File: src/rtl/apb_timer_ctrl.sv
// APB-programmable down-counting timer with prescaler, one-shot/periodic modes
// and a level interrupt. Registers: LOAD, CTRL, STATUS (W1C flag), COUNT (RO).
module apb_timer_ctrl #(
    parameter int DW = 8,
    parameter int PW = 4
) (
    input  logic          PCLK,
    input  logic          PRESETn,
    input  logic          PSEL,
    input  logic          PENABLE,
    input  logic          PWRITE,
    input  logic [1:0]    PADDR,
    input  logic [DW-1:0] PWDATA,
    output logic [DW-1:0] PRDATA,
    output logic          PREADY,
    output logic          PSLVERR,
    output logic          irq
);

    localparam logic [1:0] ADDR_LOAD   = 2'd0;
    localparam logic [1:0] ADDR_CTRL   = 2'd1;
    localparam logic [1:0] ADDR_STATUS = 2'd2;
    localparam logic [1:0] ADDR_COUNT  = 2'd3;

    typedef enum logic [1:0] {
        ST_IDLE = 2'd0,
        ST_LOAD = 2'd1,
        ST_RUN  = 2'd2
    } state_t;

    state_t        state_q, state_d;
    logic [DW-1:0] load_q, load_d;
    logic [DW-1:0] count_q, count_d;
    logic [PW-1:0] presc_q, presc_d;
    logic [PW-1:0] presc_cnt_q, presc_cnt_d;
    logic          en_q, en_d;
    logic          mode_q, mode_d;
    logic          ie_q, ie_d;
    logic          flag_q, flag_d;

    logic          wr;
    logic          wr_load;
    logic          wr_ctrl;
    logic          wr_status;
    logic          stop;
    logic          tick;
    logic          expire;
    logic [DW-1:0] ctrl_rd;
    logic [DW-1:0] status_rd;
    logic [DW-1:0] rd_data;

    assign wr        = PSEL & PENABLE & PWRITE;
    assign wr_load   = wr && (PADDR == ADDR_LOAD);
    assign wr_ctrl   = wr && (PADDR == ADDR_CTRL);
    assign wr_status = wr && (PADDR == ADDR_STATUS);
    // Clearing EN preempts any counter activity on the same edge.
    assign stop      = wr_ctrl & ~PWDATA[0];
    assign tick      = (state_q == ST_RUN) && (presc_cnt_q >= presc_q);
    assign expire    = tick && (count_q == '0) && !stop;

    // NOTE: every always_comb output gets a default first, so no path leaves it unassigned and no latch is inferred.
    always_comb begin
        state_d     = state_q;
        count_d     = count_q;
        presc_cnt_d = presc_cnt_q;
        load_d      = wr_load ? PWDATA : load_q;
        en_d        = wr_ctrl ? PWDATA[0] : en_q;
        mode_d      = wr_ctrl ? PWDATA[1] : mode_q;
        ie_d        = wr_ctrl ? PWDATA[2] : ie_q;
        presc_d     = wr_ctrl ? PWDATA[4 +: PW] : presc_q;
        flag_d      = flag_q;

        case (state_q)
            ST_IDLE: begin
                if (wr_ctrl && PWDATA[0] && !en_q) begin
                    state_d = ST_LOAD;
                end
            end
            ST_LOAD: begin
                if (stop) begin
                    state_d = ST_IDLE;
                end else begin
                    count_d     = load_q;
                    presc_cnt_d = '0;
                    state_d     = ST_RUN;
                end
            end
            ST_RUN: begin
                if (stop) begin
                    state_d = ST_IDLE;
                end else if (tick) begin
                    presc_cnt_d = '0;
                    if (count_q != '0) begin
                        count_d = count_q - 1'b1;
                    end else if (mode_q) begin
                        count_d = load_q;
                    end else begin
                        state_d = ST_IDLE;
                        // A concurrent CTRL write keeps the written EN value.
                        if (!wr_ctrl) begin
                            en_d = 1'b0;
                        end
                    end
                end else begin
                    presc_cnt_d = presc_cnt_q + 1'b1;
                end
            end
            default: state_d = ST_IDLE;
        endcase

        // Expiry is applied after W1C so that a simultaneous set wins.
        if (wr_status && PWDATA[0]) begin
            flag_d = 1'b0;
        end
        if (expire) begin
            flag_d = 1'b1;
        end
    end

    // NOTE: state uses non-blocking assignments so every flop samples pre-edge values regardless of statement order.
    always_ff @(posedge PCLK or negedge PRESETn) begin
        if (!PRESETn) begin
            state_q     <= ST_IDLE;
            load_q      <= '0;
            count_q     <= '0;
            presc_q     <= '0;
            presc_cnt_q <= '0;
            en_q        <= 1'b0;
            mode_q      <= 1'b0;
            ie_q        <= 1'b0;
            flag_q      <= 1'b0;
        end else begin
            state_q     <= state_d;
            load_q      <= load_d;
            count_q     <= count_d;
            presc_q     <= presc_d;
            presc_cnt_q <= presc_cnt_d;
            en_q        <= en_d;
            mode_q      <= mode_d;
            ie_q        <= ie_d;
            flag_q      <= flag_d;
        end
    end

    always_comb begin
        ctrl_rd         = '0;
        ctrl_rd[0]      = en_q;
        ctrl_rd[1]      = mode_q;
        ctrl_rd[2]      = ie_q;
        ctrl_rd[4 +: PW] = presc_q;

        status_rd    = '0;
        status_rd[0] = flag_q;
        status_rd[1] = (state_q != ST_IDLE);

        rd_data = '0;
        case (PADDR)
            ADDR_LOAD:   rd_data = load_q;
            ADDR_CTRL:   rd_data = ctrl_rd;
            ADDR_STATUS: rd_data = status_rd;
            ADDR_COUNT:  rd_data = count_q;
            default:     rd_data = '0;
        endcase
    end

    assign PRDATA  = (PSEL && PENABLE && !PWRITE) ? rd_data : '0;
    assign PREADY  = 1'b1;
    assign PSLVERR = wr && (PADDR == ADDR_COUNT) && PRESETn;
    assign irq     = flag_q & ie_q;

endmodule

File: config.mk
export PLATFORM = sky130hd
export DESIGN_NAME = apb_timer_ctrl
export DESIGN_NICKNAME = d
export VERILOG_FILES = /design/src/rtl/apb_timer_ctrl.sv
export SDC_FILE = /design/constraint.sdc
export NUM_CORES = 1
export LEC_CHECK = 0
export CORE_MARGIN = 2
export CORE_UTILIZATION = 60
export CTS_BUF_LIST = sky130_fd_sc_hd__clkbuf_4 sky130_fd_sc_hd__clkbuf_8
export CTS_CLUSTER_SIZE = 24
export DETAILED_ROUTE_END_ITERATION = 8
export PLACE_DENSITY = 0.87
export SETUP_SLACK_MARGIN = 0.05
export SYNTH_ARGS = -nofsm -noshare
export SYNTH_HDL_FRONTEND = slang
export SYNTH_SLANG_ARGS = --single-unit
File: constraint.sdc
create_clock -name PCLK -period 7.1 [get_ports PCLK]
set_input_delay 2.13 -clock PCLK [delete_from_list [all_inputs] [get_ports PCLK]]
set_output_delay 2.13 -clock PCLK [all_outputs]
set_load 0.005 [all_outputs]
==> metrics.md <==
| Metric | Value |
|---|---|
| Post-layout worst setup margin | roughly 1000 ps |
| CP arrival | 3960 ps |
| Endpoint class of the critical path | primary output |
| Routing usage on met3 | 5.24% |
| Setup Skew | ~16 ps |
| Port Buf Inserts | 24 |
| Synth Register Bits | 30 |
| Wirelength per Cell | 17.8 um |
| Layout cells sized above 1 | 13.6% |
| Sequential area share after synthesis | around 41% |
| Met1 usage | approximately two fifths |
| Post-Place Cells | around 250 |
| Synth warn | 0 |
| WP data required | 4970 ps |
| Top cell by count, worst path | clkdlybuf4s50_1 |
| Synth Area in Adders | 4.73% |
| PwrDens | roughly 300 nW/um^2 |
| Design Area, Final | about 2200 sq um |
| Syn Inst Count | 196 |
| Measured slew at the worst slew-check pin | 750 ps |
| DR pass1 iterations | 6 |
| Diode count | 0 |
| Main combinational cell family by area after synthesis | simple AND/OR/NAND/NOR gates |
| Clock transition at path regs | 100 ps |
| Largest net degree at the start of global routing | 31 |
| Crit-path cells | clkdlybuf4s50_1, buf_4, mux4_2, nor2b_1, clkdlybuf4s50_1 |
| Switch share | approximately two fifths |
| Crit share post-route | a little under nine tenths |
| HPWL Detailed | 3390 um |
| Vias per cell | 6.37 |
| Detailed-route via count | 1,618 |
| # Post-CTS Setup Buffers | 0 |
| CTS Hold Bufs | 0 |
| CP max stage cell | mux4_2 |
| # resized after CTS | 0 |
| Number of flops mapped to enable cells by yosys | 0 |
| Pins Over Slew Limit | 0 |
| Routed WL | 4530 um |
| Syn Nets | around 220 |
| Final Setup Violations | 0 |
| Status | completed |
| Startpoint types | input port |
| Mapped Avg Cell Area | 9.44 sq um |
| Most used routing layer | met2 |
| # rows | 20 |
| Critical path class | input port to primary output |
| Crit. Startpoint | PADDR[0] |
| VDD IR-drop max | 0.000172 V |
| RD Place Congestion | 0.977 |
| Io pins | 26 |
| Layout Nets | 242 |
| Clock buffer count from CTS | 5 |
| Unrepaired setup endpoints after global routing | no |
| Die Y | between 50 and 60 um |
| Pre-CTS setup slack | slightly above 1000 ps |
| Hold Fails Final Rpt | 0 |
| CTS sink cnt | 30 |
| Maxcap violations | 0 |
| CTS tree | done |
| # DRC | 0 |
| Switch Pwr | 263 uW |
| Pleak | 0.000903 uW |
| Int Power | 385 uW |
| Max clock buf depth | 2 |
| Die area | 3540 sq um |
| Area grow syn2layout | 16.6% |
| Rel. slew slack | about half |
| Combinational share of power | 36.4% |
| First-pass GRT wire length | 7340 um |
| Crit path largest cell delay | roughly 520 ps |
| Async S/R FF share, synth | 100% |
| RR Startpoint | state_q[1] |
| Final Critical Period | 6090 ps |
| FMAX | 164 MHz |
| Clock power frac | 17.2% |
| Synth Area in Compound Gates | 14.8% |
| Post-route ant nets | 0 |
| Iteration-0 DRC Markers | 101 |
| H-tree Lvls | 2 |
| Peak fanout along the critical path | 21 |
| Seq pwr share | 46.4% |
| Post-synthesis mux area share | 13.0% |
| Floorplan core area | ~3000 sq um |
| Clk_lat worst skew | 340 ps |
| Clk root buf | clkbuf_4 |
| Vias in the first global route | 1,523 |
| Worst min path class | flip-flop to flip-flop |
| Placed Area | 2090 sq um |
| Fin Setup TNS | 0 ps |
| Post-synth top flop | dfrtp_1 |
| GR Util met2 | ~45% |
| Non-filler instance count after layout | 254 |
| Mapped cell area | 1850 sq um |
| Min-delay src | en_q |
| Yosys cell types | 46 |
| Starting Density | 61.6% |
| Initial antenna violation count | 0 |
| Die W | just under 60 um |
| Post-synthesis xor/xnor area fraction | less than 1% |
| Post-synthesis simple-gate area fraction | 21.0% |
| Grt ovf | 0 |
| GR Util All Layers | 28.5% |
| Fillers | around 230 |
==> power by group through the flow <==
stage          combinational (uW)  clock [uW]  sequential (uW)
2_1_floorplan                 182           0              273
3_3_place_gp                  218           0              294
3_5_place_dp                  231           0              300
4_1_cts                       234         113              297
5_1_grt                       264         120              309
6_report                      236         112              301
==> area by class of cell <==
type | instances | area [sq um] | area share [%]
multi-input combinational | 148 | 1010 | 46.9
sequential | 30 | 751 | 34.8
timing repair buffer | 26 | 255 | 11.8
clock buffer | 7 | 58.8 | 2.73
tap | 33 | 41.3 | 1.91
inverter | 9 | 33.8 | 1.57
clock inverter | 1 | 5.00 | 0.232
==> Yosys cell counts (3+ instances only) <==
cell type,n,area (sq um)
clkbuf_1,4,15.0
mux2_2,14,158
nand2b_1,4,25.0
mux2i_1,6,60.1
o21ai_0,12,60.1
dfrtp_1,30,751
nor2b_1,4,25.0
nand4_1,3,18.8
nand2_1,12,45.0
nand3_1,9,45.0
nor2_1,20,75.1
ha_1,7,87.6
o211ai_1,3,22.5
a21oi_1,15,75.1
a31oi_1,6,37.5
inv_1,9,33.8
==> final timing paths <==
kind                         endpoint  slack [ps]  depth (start not counted)
max in group asynchronous  presc_q[1]        4540                          2
min                        state_q[0]         500                          1
max reg2reg                count_q[2]        4630                          5
max                         PRDATA[0]        1010                          5
min reg2reg                state_q[0]         500                          1
min in group asynchronous   load_q[5]        2280                          2
==> cells in the final DEF (no fill, tap or decap), types with 2 or more instances in the layout <==
cell type / instances
nand2b_1: 4
or3_1: 2
nand3b_1: 2
inv_1: 9
nor3_1: 2
mux2i_1: 6
nand2_1: 12
nand3_1: 9
o211ai_1: 3
nor2b_1: 4
ha_1: 7
mux2_2: 14
a21oi_1: 15
a31oi_1: 6
nand4_1: 3
xor2_1: 2
clkbuf_4: 6
nor2_1: 20
dfrtp_1: 30
buf_4: 2
a211oi_1: 2
and2_1: 2
o21ai_0: 12
clkdlybuf4s50_1: 24
nor3b_1: 2
==> logic make-up (layout without fill, tap and decap cells) <==
kind of cell,count (synthesis),in the layout
XOR/XNOR,2,2
other,1,1
AO/OA/AOI/OAI,46,46
flip-flops,30,30
AND/OR/NAND/NOR,71,71
buffers and inverters,18,43
adder cells (fa/ha/maj),7,7
multiplexers,21,21
==> per-stage QoR <==
stage	utilization [%]	hold WS, ps	power [uW]
2_1_floorplan	-	425	455
3_3_place_gp	69.7	465	512
3_5_place_dp	69.7	486	531
4_1_cts	71.8	499	644
5_1_grt	71.8	539	692
6_report	71.8	498	648
==> state kept, by name, summed over array words and instances (netlist names), 2 cells and up <==
register	count
count_q	8
load_q	8
presc_cnt_q	4
presc_q	4
state_q	2
==> layer usage <==
| layer | vias up | share of wire, % |
|---|---|---|
| met5 | - | 0 |
| met4 | 0 | 3.0 |
| met3 | 13 | 8.1 |
| met2 | 81 | 47 |
| met1 | 775 | 42 |
| li1 | 749 | - |
==> critical path, delay by kind of cell <==
kind | cells | cell delay [ps]
buf+inv | 3 | 1160
simple gates | 1 | 140
mux | 1 | 520
No activity file was read; power rests on OpenSTA's default activity.
